### config.mk
export PLATFORM = sky130hd
export DESIGN_NAME = rr_report_tx
export DESIGN_NICKNAME = d
export VERILOG_FILES = /design/src/rtl/rr_report_pkg.sv /design/src/rtl/rr_report_fifo.sv /design/src/rtl/rr_report_tx.sv
export SDC_FILE = /design/constraint.sdc
export NUM_CORES = 1
export LEC_CHECK = 0
export CAP_MARGIN = 0
export CORE_ASPECT_RATIO = 1.1
export CORE_MARGIN = 2
export CORE_UTILIZATION = 64
export DETAILED_ROUTE_END_ITERATION = 8
export PLACE_DENSITY = 0.89
export SYNTH_ARGS = -nofsm -noshare
export SYNTH_HDL_FRONTEND = slang
export SYNTH_SLANG_ARGS = --single-unit
export TNS_END_PERCENT = 5
### constraint.sdc
create_clock -name i_clk -period 8.6 [get_ports i_clk]
set_clock_uncertainty 0.15 [all_clocks]
set_input_delay 1.72 -clock i_clk [delete_from_list [all_inputs] [get_ports i_clk]]
set_output_delay 1.72 -clock i_clk [all_outputs]
set_load 0.01 [all_outputs]
### src/rtl/rr_report_pkg.sv
// Shared types and sizing helpers for the R-peak report serialiser.
// Entries are stored at the widest supported field width; narrower counters are zero-extended.
package rr_report_pkg;

    typedef enum logic [2:0] {
        IDLE,
        SYNC,
        SEQ,
        RR,
        LOC,
        CSUM
    } rr_tx_state_e;

    localparam int MAX_CTR_WIDTH     = 32;
    localparam int DEFAULT_CTR_WIDTH = 22;

    typedef struct packed {
        logic [7:0]               seq;
        logic [MAX_CTR_WIDTH-1:0] rr;
        logic [MAX_CTR_WIDTH-1:0] loc;
    } rr_entry_t;

    function automatic int field_bytes(input int ctr_width);
        return (ctr_width + 7) / 8;
    endfunction

    function automatic int frame_len(input int ctr_width);
        return 2 * field_bytes(ctr_width) + 3;
    endfunction

    localparam int FRAME_LEN = frame_len(DEFAULT_CTR_WIDTH);

endpackage

### src/rtl/rr_report_fifo.sv
// Single-clock result FIFO with a combinational head (no read latency).
// A write into a full FIFO is accepted only when a read frees a slot in the same cycle.
module rr_report_fifo #(
    parameter int DEPTH = 4,
    parameter int WIDTH = 8
) (
    input  logic                     i_clk,
    input  logic                     i_rst,
    input  logic                     i_wr_en,
    input  logic [WIDTH-1:0]         i_wr_data,
    input  logic                     i_rd_en,
    output logic [WIDTH-1:0]         o_rd_data,
    output logic                     o_full,
    output logic                     o_empty,
    output logic [$clog2(DEPTH):0]   o_level
);
    import rr_report_pkg::*;

    localparam int AW = $clog2(DEPTH);
    localparam int LW = AW + 1;

    logic [AW-1:0]    wr_ptr_q, wr_ptr_d;
    logic [AW-1:0]    rd_ptr_q, rd_ptr_d;
    logic [LW-1:0]    count_q, count_d;
    logic [WIDTH-1:0] mem_q [DEPTH];
    logic             wr_fire, rd_fire;

    assign o_full    = (count_q == LW'(DEPTH));
    assign o_empty   = (count_q == '0);
    assign o_level   = count_q;
    assign o_rd_data = mem_q[rd_ptr_q];

    always_comb begin
        rd_fire  = i_rd_en && !o_empty;
        wr_fire  = i_wr_en && (!o_full || rd_fire);
        wr_ptr_d = wr_fire ? wr_ptr_q + 1'b1 : wr_ptr_q;
        rd_ptr_d = rd_fire ? rd_ptr_q + 1'b1 : rd_ptr_q;
        count_d  = count_q + {{AW{1'b0}}, wr_fire} - {{AW{1'b0}}, rd_fire};
    end

    always_ff @(posedge i_clk) begin
        if (i_rst) begin
            wr_ptr_q <= '0;
            rd_ptr_q <= '0;
            count_q  <= '0;
        end else begin
            wr_ptr_q <= wr_ptr_d;
            rd_ptr_q <= rd_ptr_d;
            count_q  <= count_d;
        end
    end

    always_ff @(posedge i_clk) begin
        if (wr_fire) begin
            mem_q[wr_ptr_q] <= i_wr_data;
        end
    end

endmodule

### src/rtl/rr_report_tx.sv
// Frames queued RR period / R-peak location results into SYNC,SEQ,RR,LOC,CSUM byte frames.
// Valid/ready: a byte moves when o_tx_valid && i_tx_ready at a clock edge; data holds while stalled.
module rr_report_tx #(
    parameter int         CTR_WIDTH  = 22,
    parameter int         FIFO_DEPTH = 4,
    parameter logic [7:0] SYNC_BYTE  = 8'hA5
) (
    input  logic                          i_clk,
    input  logic                          i_rst,
    input  logic [CTR_WIDTH-1:0]          i_rr_period,
    input  logic                          i_rr_period_updated,
    input  logic [CTR_WIDTH-1:0]          i_rpeak_location,
    input  logic                          i_ovf_clr,
    output logic [7:0]                    o_tx_data,
    output logic                          o_tx_valid,
    input  logic                          i_tx_ready,
    output logic                          o_overflow,
    output logic [$clog2(FIFO_DEPTH):0]   o_fifo_level,
    output logic                          o_busy
);
    import rr_report_pkg::*;

    localparam int         NB       = field_bytes(CTR_WIDTH);
    localparam logic [1:0] LAST_IDX = 2'(NB - 1);

    rr_tx_state_e state_q, state_d;
    logic [1:0]   idx_q, idx_d;
    rr_entry_t    frame_q, frame_d;
    logic [7:0]   csum_q, csum_d;
    logic [7:0]   seq_q, seq_d;
    logic         ovf_q, ovf_d;

    rr_entry_t    push_entry, fifo_head;
    logic         fifo_full, fifo_empty, pop, drop;

    assign push_entry = '{seq: seq_q,
                          rr:  MAX_CTR_WIDTH'(i_rr_period),
                          loc: MAX_CTR_WIDTH'(i_rpeak_location)};

    rr_report_fifo #(
        .DEPTH (FIFO_DEPTH),
        .WIDTH ($bits(rr_entry_t))
    ) u_fifo (
        .i_clk     (i_clk),
        .i_rst     (i_rst),
        .i_wr_en   (i_rr_period_updated),
        .i_wr_data (push_entry),
        .i_rd_en   (pop),
        .o_rd_data (fifo_head),
        .o_full    (fifo_full),
        .o_empty   (fifo_empty),
        .o_level   (o_fifo_level)
    );

    always_comb begin
        state_d    = state_q;
        idx_d      = idx_q;
        frame_d    = frame_q;
        csum_d     = csum_q;
        pop        = 1'b0;
        o_tx_valid = 1'b0;
        o_tx_data  = 8'h00;
        case (state_q)
            IDLE: begin
                if (!fifo_empty) begin
                    pop     = 1'b1;
                    frame_d = fifo_head;
                    csum_d  = 8'h00;
                    state_d = SYNC;
                end
            end
            SYNC: begin
                o_tx_valid = 1'b1;
                o_tx_data  = SYNC_BYTE;
                if (i_tx_ready) state_d = SEQ;
            end
            SEQ: begin
                o_tx_valid = 1'b1;
                o_tx_data  = frame_q.seq;
                if (i_tx_ready) begin
                    csum_d  = csum_q ^ o_tx_data;
                    idx_d   = LAST_IDX;
                    state_d = RR;
                end
            end
            RR: begin
                // Fields go out MSB byte first; idx counts down to byte 0.
                o_tx_valid = 1'b1;
                o_tx_data  = frame_q.rr[{idx_q, 3'b000} +: 8];
                if (i_tx_ready) begin
                    csum_d = csum_q ^ o_tx_data;
                    if (idx_q == 2'd0) begin
                        idx_d   = LAST_IDX;
                        state_d = LOC;
                    end else begin
                        idx_d = idx_q - 2'd1;
                    end
                end
            end
            LOC: begin
                o_tx_valid = 1'b1;
                o_tx_data  = frame_q.loc[{idx_q, 3'b000} +: 8];
                if (i_tx_ready) begin
                    csum_d = csum_q ^ o_tx_data;
                    if (idx_q == 2'd0) begin
                        state_d = CSUM;
                    end else begin
                        idx_d = idx_q - 2'd1;
                    end
                end
            end
            CSUM: begin
                o_tx_valid = 1'b1;
                o_tx_data  = csum_q;
                if (i_tx_ready) state_d = IDLE;
            end
            default: state_d = IDLE;
        endcase
    end

    always_comb begin
        // A pulse on a full FIFO survives only if the FSM frees the head in the same cycle.
        drop  = i_rr_period_updated && fifo_full && !pop;
        seq_d = i_rr_period_updated ? seq_q + 8'd1 : seq_q;
        ovf_d = ovf_q;
        if (drop) begin
            ovf_d = 1'b1;
        end else if (i_ovf_clr) begin
            ovf_d = 1'b0;
        end
    end

    assign o_overflow = ovf_q;
    assign o_busy     = (state_q != IDLE) || !fifo_empty;

    always_ff @(posedge i_clk) begin
        if (i_rst) begin
            state_q <= IDLE;
            idx_q   <= 2'd0;
            frame_q <= '0;
            csum_q  <= 8'h00;
            seq_q   <= 8'h00;
            ovf_q   <= 1'b0;
        end else begin
            state_q <= state_d;
            idx_q   <= idx_d;
            frame_q <= frame_d;
            csum_q  <= csum_d;
            seq_q   <= seq_d;
            ovf_q   <= ovf_d;
        end
    end

endmodule

# After elaboration in Yosys (flattened, before gate mapping)
# Memories as Yosys holds them, arrays and structs flattened. A register that Yosys moved wholly into a read port is not among the register bits.
# Cells that the tools add are included.
dict set report op_classes {
  n_reduce_logical 21
  shift 2
  add_sub_neg 6
  n_bitwise 4
  n_mux 28
  n_eq_ne 15
}
# op count
set ops {}
lappend ops {{32-bit by 6-bit indexed part select with 8-bit output} 2}
lappend ops {{8-bit one-hot mux with 5 select lines} 1}
lappend ops {{8-bit 2-to-1 mux} 4}
lappend ops {{8-bit one-hot mux with 4 select lines} 1}
lappend ops {{3-bit 2-to-1 mux} 8}
lappend ops {{8-bit XOR} 3}
lappend ops {{2-bit != test (second input constant)} 9}
lappend ops {{3-bit one-hot mux with 6 select lines} 1}
lappend ops {{2-bit 2-to-1 mux} 5}
lappend ops {{5-bit AND reduction} 2}
lappend ops {{3-bit == test (second input constant)} 3}
lappend ops {{8-bit by 1-bit adder with 8-bit output (second input constant)} 1}
lappend ops {{8-bit AND reduction} 1}
lappend ops {{1-bit 2-to-1 mux} 7}
lappend ops {{3-bit by 2-bit == test with 1-bit output (second input constant)} 2}
lappend ops {{3-bit logical NOT} 2}
lappend ops {{2-bit one-hot mux with 3 select lines} 1}
lappend ops {{3-bit nonzero test} 2}
lappend ops {{5-bit OR reduction} 1}
lappend ops {{2-bit by 1-bit adder with 2-bit output (second input constant)} 2}
lappend ops {{1-bit logical AND} 4}
lappend ops {{4-bit nonzero test} 1}
lappend ops {{3-bit by 1-bit adder with 3-bit output} 1}
lappend ops {{3-bit by 1-bit == test with 1-bit output (second input constant)} 1}
lappend ops {{other kinds (8)} 11}
dict set report word_totals {
  n_memories 1
  reg_bits 93
  out_inout_bits 14
  elab_cells 87
  in_bits 49
  ramBits 208
}
# name depth word_bits read_ports rd_ports_with_merged_regs wr line
set memory_table {}
lappend memory_table {u_fifo.mem_q 4 52 1 1 1 rr_report_fifo.sv:25} ;# logic [WIDTH-1:0] mem_q [DEPTH];

# Longest topological paths before layout
# Gate-level depths: netlist (run 1).
dict set report depth {
  word_depth 8
  mapped_depth 10
  depth_no_buf 8
}

# By module
# A second synthesis (run 1) with hierarchy kept.
dict set report unflattened {
  cells_unflattened 936
  area_unflattened_um2 15203.3
}
# module n_inst area_per_inst_um2 seq_area_each_um2 cells_each
set modules_own_cells {}
lappend modules_own_cells {rr_report_fifo 1 10887.9 8828.5 424}
lappend modules_own_cells {rr_report_tx 1 4315.4 1881.8 512}

# Worst setup path before layout (run 1)
# Ideal clock, no wire load.
dict set report synth_path {
  kind {input to register}
  startpoint {in i_rr_period_updated}
  endpoint {mem u_fifo.mem_q[0][0] in the netlist's numbering (enable)}
  n_path_buf 1
  path_stages 4
  required_time_ns 8.035
  arrival_time_ns 3.590
  setup_time_ns 0.415
  path_slack_ns 4.445
  cell_sequence {clkbuf_1 -> inv_1 -> a31oi_4 -> and2_1}
}
dict set report synth_via {
  elab_chain_len 3
}
# element line
set synth_rtl {}
lappend synth_rtl {{start, declared} rr_report_tx.sv:11} ;# input logic i_rr_period_updated,
lappend synth_rtl {{1-bit logical AND} rr_report_fifo.sv:35} ;# wr_fire = i_wr_en && (!o_full || rd_fire);
lappend synth_rtl {{via u_fifo.wr_fire} rr_report_fifo.sv:26} ;# logic wr_fire, rd_fire;
lappend synth_rtl {{1-bit 2-to-1 mux} rr_report_fifo.sv:54} ;# if (wr_fire) begin
lappend synth_rtl {{1-bit 2-to-1 mux (implied by the code)} rr_report_fifo.sv:55} ;# mem_q[wr_ptr_q] <= i_wr_data;
lappend synth_rtl {{end, declared} rr_report_fifo.sv:25}
# The timed path passes the listed nets, and every way through them passes these cells.

# Final worst setup path (run 1)
dict set report layout_path {
  startpoint {reg state_q[2]}
  endpoint {out o_tx_data[5]}
}
dict set report layout_via {
  elab_chain_len 2
  word_cells_on_any_way 6
  cone_classes {eq/ne: 5; mux: 1}
}
# element line
set layout_rtl {}
lappend layout_rtl {{start, declared} rr_report_tx.sv:26} ;# rr_tx_state_e state_q, state_d;
lappend layout_rtl {{start signal, assigned} rr_report_tx.sv:145} ;# state_q <= state_d;
lappend layout_rtl {{3-bit == test, or another cell as far along} rr_report_tx.sv:63} ;# case (state_q)
lappend layout_rtl {{8-bit one-hot mux with 5 select lines (*)} rr_report_tx.sv:63}
lappend layout_rtl {{end, declared} rr_report_tx.sv:14} ;# output logic [7:0] o_tx_data,
# Mark *: on every way between the ends. The rest lies on a longest branch, timed or not.

==> results.sh, run 1 <==
export IMPL_grt_pass1_vias=6926
export IMPL_core_mm2=0.0176
export IMPL_final_common_cell="edfxtp_1"
export IMPL_critPathBufInv=1
export IMPL_final_cell_mix="208 x edfxtp_1, 124 x nand2_1, 84 x a21oi_1"
export IMPL_grt_pass1_wl_mm=39.6
export IMPL_finalCritPeriodShare_pct=60.0
export IMPL_timing_final_crit_period_ns=5.16
export IMPL_ys_seq_area_share_pct=68.7
export IMPL_ys_ff_latch=289
export IMPL_worstSetupEndpointType="primary output"
export IMPL_clkSlewWorstSetupHoldPaths_ns=0.06
export IMPL_h_tree_depth=1
export IMPL_cellLeakagePower_uw=0.00419
export IMPL_dieArea_mm2=0.0190
export IMPL_antenna_found_initial=0
export IMPL_antenna_cells=0
export IMPL_cts_buffer_depth=3
export IMPL_vias_per_cell=6.43
export IMPL_finalSetupTns_ns=0
export IMPL_postCtsSetupRepairBufs=0
export IMPL_cts_buffers=28
export IMPL_hpwl_mm=15.4
export IMPL_syn2layout_area_growth_pct=14.3
export IMPL_slew_headroom_pct=28.6
export IMPL_grtUsageTotal_pct=27.6
export IMPL_synth_edf_count=208
export IMPL_rows=51
export IMPL_maxSlewViolCount=0
export IMPL_drt_iter0_markers=701
export IMPL_critPathRequiredTime_ns=6.73
export IMPL_fin_util_pct=74.4
export IMPL_cts_tree="yes"
export IMPL_overflow=0
export IMPL_whs_ns=0.309
export IMPL_synth_area_per_cell_um2=15.1
export IMPL_initial_utilization_pct=65.1
export IMPL_crit_slowest_cell="dfxtp_1"
export IMPL_min_path_type="reg2reg"
export IMPL_worst_pin_slew_ns=1.07
export IMPL_clock_sinks=289
export IMPL_cts_hold_buf=0
export IMPL_dr_pass1_iters=5
export IMPL_setup_violations=0
export IMPL_vdd_drop_max_mv=0.274
export IMPL_drt_wl_total_mm=25.8
export IMPL_final_nets=867
export IMPL_layout_drive_gt1_share_pct=15.0
export IMPL_synth_flop_cell="edfxtp_1"
export IMPL_clk_latency_ns=0.54
export IMPL_synthArstFlopShare_pct=0
export IMPL_fillers=1021
export IMPL_cap_viol_max_count=0
export IMPL_via_count=6878
export IMPL_cp_max_fo=33
export IMPL_arrival_ns=3.29
export IMPL_max_stage_delay_ns=0.99
export IMPL_ios=63
export IMPL_post_place_ws_ns=4.09
export IMPL_io_buffer_count=62
export IMPL_post_cts_resized=0
export IMPL_outcome="finished, final reports clean"
export IMPL_syn_inst=758
export IMPL_ys_warn_count=0
export IMPL_ant_nets=0
export IMPL_worst_setup_path_start_kind="flip-flop"
export IMPL_path_class="reg2out"
export IMPL_finalHoldViolations=0
export IMPL_timing_final_ws_setup_ns=3.44
export IMPL_drc=0
export IMPL_die_width_um=132
export IMPL_rrSetupSlack_ns=5.13
export IMPL_cp_cell_sequence="or3b_1 > o22ai_2 > a21oi_1 > o211ai_1 > clkdlybuf4s50_1"
export IMPL_rsz0062_at_grt="no"
export IMPL_grt_max_degree=75
export IMPL_crit_family="flip-flops"
export IMPL_wl_per_cell_um=24.2
export IMPL_synth_nets=816
export IMPL_die_y_um=144
export IMPL_syn_area_mm2=0.0115
export IMPL_cts_root_buffer="clkbuf_16"
export IMPL_p_per_area_mw_per_mm2=312
export IMPL_ys_types=51
export IMPL_place_congestion=0.858
export IMPL_max_freq_mhz=194
==> where the power goes <==
part	switching, uW	internal, uW
Combinational	558	416
Sequential	219	1710
Clock	502	686
==> Yosys cell counts, types with 3 or more instances <==
cell type,number,area [um2]
nand4_1,4,25.0
edfxtp_1,208,6250
mux2i_1,17,170
o22ai_2,8,100
ha_1,8,100
and2_1,5,31.3
buf_2,16,80.1
nor2_1,17,63.8
a21oi_1,84,420
a22oi_1,6,45.0
o211ai_1,3,22.5
a221oi_2,6,90.1
nor2b_1,4,25.0
mux4_2,52,1170
or3_1,12,75.1
nand2b_1,6,37.5
nor3_1,3,15.0
xnor2_1,5,43.8
nand4b_1,6,52.6
inv_1,7,26.3
nand2_1,124,465
o21ai_0,11,55.1
nand4bb_1,5,56.3
clkbuf_1,24,90.1
dfxtp_1,81,1620
xor2_1,5,43.8
buf_4,4,30.0
==> layer usage <==
layer	part of all wire (%)	wire length, um	GRT usage [%]
met5	0	0	0
met4	3.4	882	10.0
met3	7.4	1910	4.73
met2	52	13400	48.7
met1	38	9700	35.2
==> cell families after synthesis <==
logic type                 synth area share (%)
AOI/OAI and AO/OA                          7.11
DFF                                        68.7
xor gates and xnor gates                  0.764
muxes                                      11.7
buffers and inverters                      2.27
and+or+nand+nor                            8.43
adders and majority gates                  1.05
==> final timing paths <==
kind,depth (start not counted),from,endpoint
worst min-delay path,2,frame_q[2]$_SDFFE_PP0N_,frame_q[2]$_SDFFE_PP0N_
worst min register to register,2,frame_q[2]$_SDFFE_PP0N_,frame_q[2]$_SDFFE_PP0N_
worst max-delay path,5,state_q[2]$_SDFFE_PP0P_,o_tx_data[5]
worst max register to register,4,state_q[2]$_SDFFE_PP0P_,u_fifo.mem_q[1][1]$_DFFE_PP_
==> worst reg2reg max path, cell delays in order, from the launching register on <==
cell and delay (ns):
dfxtp_1 0.64, or3_1 0.71, a31oi_4 0.37, and2_2 0.74, buf_4 0.50
==> sequential cells by signal, summed over array words and instances, names as in the netlist <==
name,flops
idx_q,2
seq_q,8
o_overflow,1
state_q,3
u_fifo.rd_ptr_q,2
u_fifo.mem_q,208
u_fifo.o_level,3
u_fifo.wr_ptr_q,2
csum_q,8
frame_q,52
==> metrics by stage <==
step,cells,power (uW),instance area (um2)
final,1069,4090,13100
after global routing,1069,4240,13100
after CTS,1069,4090,13100
after detailed placement,1017,2880,12200
after global placement,1017,2820,12200
after floorplan,758,2560,11500
==> final cells by class <==
class / count / area [um2] / area share [%]
clock buffer: 44 / 822 / 6.28
clock inverter: 8 / 71.3 / 0.544
inverter: 8 / 30.0 / 0.229
multi-input combinational: 413 / 3340 / 25.5
sequential: 289 / 7870 / 60.1
tap: 238 / 298 / 2.27
timing repair buffer: 69 / 668 / 5.10
No activity file was read; power rests on OpenSTA's default activity.
==> inputs of run 2 (changes only) <==
Settings changed: CORE_UTILIZATION 64 to 54, PLACE_DENSITY 0.89 to 0.81.
Clock period 8.6 ns to 4.5 ns, I/O delays scaled along.
==> run 2 against run 1 <==
Compared with the run above:
- hold slack worse by 0.0010 ns
- sequential share of layout area shrank 0.65 points
- highest routed layer is now met5
- final area up 1.1%
- register-to-register slack lost 3.5 ns
- final cell count increased by 4.8%
- setup slack worse by 2.9 ns
- critical path depth unchanged
- clock-buffer cell count fell by 3
- sequential power up 88%
- die area grew 18%
==> results.sh, run 2 (synthesis results as in run 1) <==
export IMPL_cts_tree="yes"
export IMPL_wl_per_cell_um=20.4
export IMPL_r2r_end="u_fifo.mem_q[1][24]$_DFFE_PP_"
export IMPL_cp_max_fo=25
export IMPL_cts_root_buffer="clkbuf_16"
export IMPL_drt_wl_total_mm=22.9
export IMPL_drc=0
export IMPL_h_tree_depth=1
export IMPL_worstSetupEndpointType="primary output"
export IMPL_ios=63
export IMPL_overflow=0
export IMPL_hold_depth=2
export IMPL_slew_headroom_pct=27.8
export IMPL_vias_per_cell=5.80
export IMPL_antenna_found_initial=1
export IMPL_p_per_area_mw_per_mm2=580
export IMPL_power_switching_uw=2290
export IMPL_postCtsSetupRepairBufs=0
export IMPL_rrSetupSlack_ns=1.65
export IMPL_timing_final_crit_period_ns=3.95
export IMPL_swShare_pct=29.9
export IMPL_die_y_um=157
export IMPL_cellLeakagePower_uw=0.00422
export IMPL_critPathRequiredTime_ns=3.45
export IMPL_ant_nets=0
export IMPL_final_cell_mix="208 x edfxtp_1, 124 x nand2_1, 84 x a21oi_1"
export IMPL_arrival_ns=2.90
export IMPL_finalHoldViolations=0
export IMPL_die_width_um=143
export IMPL_place_congestion=0.878
export IMPL_grt_max_degree=55
export IMPL_rsz0062_at_grt="no"
export IMPL_clock_sinks=289
export IMPL_cts_buffer_depth=3
export IMPL_rr_worst_depth=4
export IMPL_layout_drive_gt1_share_pct=15.3
export IMPL_worst_pin_slew_ns=1.08
export IMPL_grtUsageTotal_pct=21.4
export IMPL_dieArea_mm2=0.0224
export IMPL_finalSetupTns_ns=0
export IMPL_cap_viol_max_count=0
export IMPL_clk_latency_ns=0.54
export IMPL_drt_iter0_markers=602
export IMPL_outcome="finished, final reports clean"
export IMPL_antenna_cells=0
export IMPL_cts_hold_buf=0
export IMPL_worst_setup_path_start_kind="flip-flop"
export IMPL_finalCritPeriodShare_pct=87.8
export IMPL_via_count=6496
export IMPL_cts_buffers=28
export IMPL_p_int_uw=5380
export IMPL_final_nets=871
export IMPL_max_flop_register="u_fifo.mem_q"
export IMPL_post_cts_resized=0
export IMPL_path_class="reg2out"
export IMPL_clkSlewWorstSetupHoldPaths_ns=0.06
export IMPL_r2r_start="state_q[0]$_SDFFE_PP0P_"
export IMPL_min_path_type="reg2reg"
export IMPL_dr_pass1_iters=5
export IMPL_worstHoldStart="frame_q[11]$_SDFFE_PP0N_"
export IMPL_p_comb_share_pct=23.4
export IMPL_core_mm2=0.0207
export IMPL_syn2layout_area_growth_pct=15.6
export IMPL_grt_pass1_wl_mm=36.4
export IMPL_setup_violations=0
export IMPL_whs_ns=0.308
export IMPL_grt_pass1_vias=6541
export IMPL_initial_utilization_pct=55.3
export IMPL_final_common_cell="edfxtp_1"
export IMPL_fin_util_pct=63.9
export IMPL_hpwl_mm=14.7
export IMPL_min_to="frame_q[11]$_SDFFE_PP0N_"
export IMPL_seqPwrFrac_pct=47.3
export IMPL_p_clk_share_pct=29.3
export IMPL_vdd_drop_max_mv=0.355
export IMPL_rows=55
export IMPL_maxSlewViolCount=0
export IMPL_largest_register_ffs=208
export IMPL_max_freq_mhz=253
export IMPL_io_buffer_count=62
export IMPL_reg_top3="u_fifo.mem_q: 208 flops, frame_q: 52 flops"
-- run 2: cell count changes in the layout (fill, tap and decap cells not counted), sizes merged --
cell	change
buf	+4
bufinv	+1
clkbuf	-3
clkinv	+3
clkinvlp	-1
-- run 2: cell type report --
cell class / instances / area [um2]
clock buffers: 41 / 779
clock inverters: 11 / 119
fillers: 1446 / 7470
inverters: 8 / 30.0
multi-input cells: 413 / 3340
flip-flops and latches: 289 / 7870
well taps: 285 / 357
repair buffers: 73 / 748
-- run 2: through the flow --
step,area (um2),worst slack [ns],instances,total power (uW)
floorplan,11500,1.16,758,4900
global placement,12300,1.14,1068,5440
detailed placement,12300,1.11,1068,5480
CTS,13200,0.547,1120,7740
global route,13200,0.350,1120,8060
finish,13200,0.551,1120,7670
-- run 2: critical path, stage by stage (launching register included) --
cell and delay (ns):
dfxtp_1 0.54, or3b_1 0.67, o22ai_2 0.28, a21oi_1 0.10, o211ai_1 0.17, clkdlybuf4s50_1 0.61
-- run 2: power groups by stage --
stage	registers (uW)	clock network, uW	logic [uW]
after floorplan	3460	0	1440
after CTS	3640	2290	1810
after global routing	3690	2410	1960
after detailed placement	3690	0	1800
after global placement	3670	0	1770
final	3630	2250	1800
-- run 2: routing by layer --
metal | track usage, % | wire (um) | vias up
met5 | 0 | 13 | -
met1 | 28.0 | 9230 | 3198
met3 | 3.73 | 1430 | 57
li1 | - | - | 3000
met2 | 36.1 | 11300 | 239
met4 | 8.11 | 898 | 2
-- run 2: worst max path at each step --
stage | slack, ns | start | endpoint | cells after the start
after global routing | 0.35 | state_q[0]$_SDFFE_PP0P_ | o_tx_data[6] | 5
final | 0.55 | state_q[1]$_SDFFE_PP0P_ | o_tx_data[0] | 5
after CTS | 0.55 | state_q[1]$_SDFFE_PP0P_ | o_tx_data[0] | 5
after detailed placement | 1.11 | state_q[1]$_SDFFE_PP0P_ | o_tx_data[0] | 5
after global placement | 1.14 | state_q[1]$_SDFFE_PP0P_ | o_tx_data[0] | 5
after floorplan | 1.16 | i_rr_period_updated | u_fifo.mem_q[0][0]$_DFFE_PP_ | 4
